[src/rtl/pipe_stage_reg_pkg.sv]
`default_nettype none
// ============================================================================
// Module      : pipe_stage_reg_pkg
// Description : Shared CPU pipeline definitions: stage-state encoding,
//               default bubble (NOP) payload and performance-counter width.
// Revision    : 1.0 - initial release
// ============================================================================
package pipe_stage_reg_pkg;

    typedef enum logic [1:0] {
        ST_EMPTY = 2'd0,
        ST_ONE   = 2'd1,
        ST_TWO   = 2'd2
    } stage_state_t;

    localparam logic [31:0] c_bubble_default = 32'h0000_0000;
    localparam int          c_cnt_w          = 16;

endpackage
`default_nettype wire

[src/rtl/pipe_stage_reg_sat_counter.sv]
`default_nettype none
// ============================================================================
// Module      : sat_counter
// Description : Up-counter with synchronous clear that sticks at all ones.
// Revision    : 1.0 - initial release
// ============================================================================
module sat_counter #(
    parameter int W = 16
) (
    input  logic         CLK,
    input  logic         clr,
    input  logic         inc,
    output logic [W-1:0] value
);

    logic [W-1:0] r_value;

    always_ff @(posedge CLK) begin
        if (clr) begin
            r_value <= '0;
        end else if (inc && (r_value != {W{1'b1}})) begin
            r_value <= r_value + 1'b1;
        end
    end

    assign value = r_value;

endmodule
`default_nettype wire

[src/rtl/pipe_stage_reg.sv]
`default_nettype none
// ============================================================================
// Module      : pipe_stage_reg
// Description : Valid/ready pipeline latch for PC + payload with optional
//               two-entry skid buffer, flush-to-bubble and perf counters.
// Revision    : 1.0 - initial release
// ============================================================================
module pipe_stage_reg
    import pipe_stage_reg_pkg::*;
#(
    parameter int                PC_W   = 32,
    parameter int                DATA_W = 32,
    parameter int                SKID   = 1,
    parameter logic [DATA_W-1:0] BUBBLE = DATA_W'(c_bubble_default),
    parameter int                CNT_W  = c_cnt_w
) (
    input  logic              CLK,
    input  logic              RESET,
    input  logic              in_valid,
    output logic              in_ready,
    input  logic [PC_W-1:0]   in_pc,
    input  logic [DATA_W-1:0] in_data,
    input  logic              flush,
    output logic              out_valid,
    input  logic              out_ready,
    output logic [PC_W-1:0]   out_pc,
    output logic [DATA_W-1:0] out_data,
    output logic [CNT_W-1:0]  stall_cnt,
    output logic [CNT_W-1:0]  flush_cnt
);

    stage_state_t      r_state;
    stage_state_t      w_state_nxt;
    logic [PC_W-1:0]   r_m_pc;
    logic [PC_W-1:0]   r_s_pc;
    logic [DATA_W-1:0] r_m_data;
    logic [DATA_W-1:0] r_s_data;
    logic              w_m_valid;
    logic              w_s_valid;
    logic              w_xfer_in;
    logic              w_xfer_out;
    logic              w_load_m_in;
    logic              w_load_m_s;
    logic              w_load_s;

    assign w_m_valid  = (r_state != ST_EMPTY);
    assign w_s_valid  = (r_state == ST_TWO);
    assign w_xfer_in  = in_valid & in_ready;
    assign w_xfer_out = w_m_valid & out_ready;

    // Outputs come only from registers; invalid stage shows a clean bubble.
    assign out_valid = w_m_valid;
    assign out_pc    = w_m_valid ? r_m_pc : '0;
    assign out_data  = w_m_valid ? r_m_data : BUBBLE;

    generate
        if (SKID != 0) begin : g_skid
            logic r_in_ready;

            always_ff @(posedge CLK) begin
                if (RESET) begin
                    r_in_ready <= 1'b1;
                end else begin
                    r_in_ready <= (w_state_nxt != ST_TWO);
                end
            end

            assign in_ready = r_in_ready | flush;
        end else begin : g_no_skid
            assign in_ready = out_ready | ~w_m_valid | flush;
        end
    endgenerate

    always_comb begin
        w_state_nxt = r_state;
        w_load_m_in = 1'b0;
        w_load_m_s  = 1'b0;
        w_load_s    = 1'b0;
        case (r_state)
            ST_EMPTY: begin
                if (w_xfer_in) begin
                    w_state_nxt = ST_ONE;
                    w_load_m_in = 1'b1;
                end
            end
            ST_ONE: begin
                if (w_xfer_in && w_xfer_out) begin
                    w_load_m_in = 1'b1;
                end else if (w_xfer_out) begin
                    w_state_nxt = ST_EMPTY;
                end else if (w_xfer_in) begin
                    w_state_nxt = ST_TWO;
                    w_load_s    = 1'b1;
                end
            end
            ST_TWO: begin
                if (w_xfer_out) begin
                    w_state_nxt = ST_ONE;
                    w_load_m_s  = 1'b1;
                end
            end
            default: w_state_nxt = ST_EMPTY;
        endcase
        // Flush discards everything, including a beat accepted this cycle.
        if (flush) begin
            w_state_nxt = ST_EMPTY;
            w_load_m_in = 1'b0;
            w_load_m_s  = 1'b0;
            w_load_s    = 1'b0;
        end
    end

    always_ff @(posedge CLK) begin
        if (RESET) begin
            r_state <= ST_EMPTY;
        end else begin
            r_state <= w_state_nxt;
        end
    end

    always_ff @(posedge CLK) begin
        if (RESET) begin
            r_m_pc   <= '0;
            r_m_data <= BUBBLE;
            r_s_pc   <= '0;
            r_s_data <= BUBBLE;
        end else begin
            if (w_load_m_in) begin
                r_m_pc   <= in_pc;
                r_m_data <= in_data;
            end else if (w_load_m_s) begin
                r_m_pc   <= r_s_pc;
                r_m_data <= r_s_data;
            end
            if (w_load_s) begin
                r_s_pc   <= in_pc;
                r_s_data <= in_data;
            end
        end
    end

    logic w_stall_inc;
    logic w_flush_inc;

    assign w_stall_inc = w_m_valid & ~out_ready & ~flush;
    assign w_flush_inc = flush & (w_m_valid | w_s_valid);

    sat_counter #(.W(CNT_W)) u_stall_cnt (
        .CLK   (CLK),
        .clr   (RESET),
        .inc   (w_stall_inc),
        .value (stall_cnt)
    );

    sat_counter #(.W(CNT_W)) u_flush_cnt (
        .CLK   (CLK),
        .clr   (RESET),
        .inc   (w_flush_inc),
        .value (flush_cnt)
    );

endmodule
`default_nettype wire

[config.mk]
export PLATFORM = sky130hd
export DESIGN_NAME = pipe_stage_reg
export DESIGN_NICKNAME = d
export VERILOG_FILES = /design/src/rtl/pipe_stage_reg_pkg.sv /design/src/rtl/pipe_stage_reg_sat_counter.sv /design/src/rtl/pipe_stage_reg.sv
export SDC_FILE = /design/constraint.sdc
export NUM_CORES = 1
export LEC_CHECK = 0
export CORE_MARGIN = 2
export CORE_UTILIZATION = 53
export CTS_CLUSTER_SIZE = 14
export DETAILED_ROUTE_END_ITERATION = 12
export PLACE_DENSITY_LB_ADDON = 0.2
export SLEW_MARGIN = 15
export SYNTH_ARGS = -nofsm -noshare
export SYNTH_HDL_FRONTEND = slang
export SYNTH_SLANG_ARGS = --single-unit
[constraint.sdc]
create_clock -name CLK -period 5.9 [get_ports CLK]
set_input_delay 0.885 -clock CLK [delete_from_list [all_inputs] [get_ports CLK]]
set_output_delay 0.885 -clock CLK [all_outputs]
set_load 0.005 [all_outputs]
==> qor.yml <==
routed_wl_um: 17600
finalMaxSlewViolations: 0
setup_tns_ns: 0
worstPathArrival_ns: 3.73
clock_power_share_pct: 47.7
initial_core_util_pct: 54.4
path_clk_slew_ns: 0.06
endpoint_kind: "flip-flop"
postPlaceCellArea_mm2: 0.00859
p_per_area_mw_per_mm2: 271
hold_viol: 0
via_count: 6522
final_area_mm2: 0.00924
seq_power_share_pct: 45.5
gp_congestion: 0.812
clk-insertion-delay-late_ns: 0.42
crit_fanout: 65
ir_drop_mv: 0.177
fp.dieW_um: 118
critPathKind: "input port to flip-flop"
cts_hold_buffers: 0
seqCellArea_mm2: 0.00326
cts_made_buffers: 17
grt_pass1_wl_um: 28600
fp.coreArea_mm2: 0.0126
period_needed_ns: 3.39
grt_pass1_vias: 5841
syn_nets: 920
cts_tree: "yes"
synthFlopType: "dfxtp_1"
synth.avg_cell_area_um2: 8.08
multi_input_area_mm2: 0.00338
timing.fmax_mhz: 295
critical_path_required_ns: 6.24
post-dp-hpwl_um: 10800
drc: 0
worstMarginPinSlew_ns: 0.935
antenna_found_initial: 0
postCtsSetupBuffers: 0
p_int_mw: 1.98
cts_resized: 0
fp-row-count: 41
start_kind: "input port"
drtIter0Drc: 633
cellLeakagePower_nw: 3.03
io_buffers: 166
antenna_left: 0
dieHeight_um: 118
synth-seq-cells: 163
final_layout_size_suffix_gt1_share_pct: 5.95
n_antenna_cell: 0
synth_cells: 849
io_pins: 167
finalCritPeriodShare_pct: 57.4
ys_types: 43
ys.warnings.count: 0
startpoint: "flush"
min_path_type: "flip-flop to flip-flop"
wire_per_inst_um: 15.2
numClockSinks: 163
rsz0062_at_grt: "no"
skew_ns: 0.00480
mostFrequentLayoutCells: "205 x nand2_1, 165 x clkdlybuf4s50_1, 163 x dfxtp_1"
grt_max_degree: 74
htreeDepth: 4
cts_max_path_buffers: 2
track_usage_pct: 24.9
die-area_mm2: 0.0139
setup_viol: 0
synthArstFlopShare_pct: 0
cts_root_buf: "clkbuf_16"
grt_overflow: 0
nNetsFinal: 1050
outcome: "completed"
yosysSeqAreaShare_pct: 47.5
maxCapViolCount: 0
combPwrFrac_pct: 6.8
timing.rr.start: "r_state[1]"
vias_per_cell: 5.60
min-delay-start: "r_m_pc[14]"
synth.cell_area_mm2: 0.00686
synth-edff-count: 0
p_sw_share_pct: 20.9
max_slew_margin_pct: 37.5
syn_to_final_growth_pct: 34.7
drt_first_pass_iters: 5
mostFrequentLayoutCell: "nand2_1"
nFillCells: 1033
p_sw_mw: 0.524
-- worst max-delay path: stages --
cell and delay (ns):
clkdlybuf4s50_1 0.69, nor4bb_4 0.09, buf_4 0.36, a41oi_4 0.85, buf_4 0.50, nand2_1 0.11
a21oi_1 0.18
-- routing by layer --
metal | GRT usage [%] | up-vias | wire length, µm
met3 | 5.38 | 26 | 1090
met4 | 9.41 | 0 | 307
met1 | 33.0 | 3036 | 7860
met5 | 0 | - | 0
met2 | 40.0 | 217 | 8380
li1 | - | 3243 | -
-- power by group through the flow --
stage          Combinational (mW)  Clock, mW  Sequential (mW)
6_report                    0.171       1.20             1.14
3_3_place_gp                0.168          0             1.16
4_1_cts                     0.171       1.21             1.14
3_5_place_dp                0.170          0             1.16
5_1_grt                     0.187       1.26             1.14
2_1_floorplan              0.0834          0             1.16
-- logic make-up (layout without fill, tap and decap cells) --
group	count (synthesis)	after routing	synth area share [%]
AND/OR/NAND/NOR	358	358	25.5
multiplexers	7	7	1.11
flip-flops	163	163	47.5
adder cells (fa/ha/maj)	2	2	0.365
buffers and inverters	68	211	3.79
AO/OA/AOI/OAI	251	251	21.7
-- per-stage QoR --
step / instances / power [mW] / setup slack [ns] / util [%] / hold WS, ns
3_3_place_gp: 1132 / 1.33 / 2.22 / 68.1 / 0.437
4_1_cts: 1164 / 2.52 / 2.56 / 73.2 / 0.450
5_1_grt: 1164 / 2.59 / 2.33 / 73.3 / 0.466
6_report: 1164 / 2.51 / 2.51 / 73.3 / 0.448
2_1_floorplan: 849 / 1.24 / 3.54 / - / 0.432
3_5_place_dp: 1132 / 1.33 / 2.15 / 68.1 / 0.442
-- area by class of cell --
| class | instances | area share [%] |
|---|---|---|
| multi-input combinational | 618 | 36.6 |
| sequential | 163 | 35.3 |
| timing repair buffer | 174 | 18.6 |
| clock buffer | 22 | 5.02 |
| tap | 172 | 2.33 |
| clock inverter | 10 | 1.94 |
| inverter | 5 | 0.203 |
-- sequential cells by signal, indices dropped and copies added, names as in the netlist --
signal,count
r_m_pc,32
r_s_pc,32
r_m_data,32
g_skid.r_in_ready,1
u_stall_cnt.value,16
r_s_data,32
r_state,2
u_flush_cnt.value,16
-- final timing paths --
kind                                   end  slack (ns)  cells after the start
worst min-delay path            r_m_pc[14]        0.45                      2
worst max-delay path            r_m_pc[28]        2.51                      7
worst max register to register  r_m_pc[28]        3.20                      6
worst min register to register  r_m_pc[14]        0.45                      2
-- synthesized netlist by cell type (all sizes together) (2+ instances only) --
master / n / area, µm²
or2: 6 / 37.5
clkbuf: 48 / 180
buf: 15 / 61.3
or4: 18 / 139
mux2: 5 / 56.3
or3: 6 / 37.5
mux2i: 2 / 20.0
nor3: 4 / 20.0
ha: 2 / 25.0
nor2b: 5 / 31.3
nor4: 6 / 50.0
inv: 5 / 18.8
a21oi: 154 / 771
a22oi: 64 / 480
o41ai: 3 / 26.3
nor2: 9 / 36.3
o31ai: 15 / 113
nand3: 8 / 40.0
o21ai: 9 / 48.8
and2: 64 / 400
dfxtp: 163 / 3260
nand2: 205 / 769
nand4: 14 / 87.6
and3: 4 / 25.0
and4: 3 / 26.3
(Power assumes the default switching activity.)
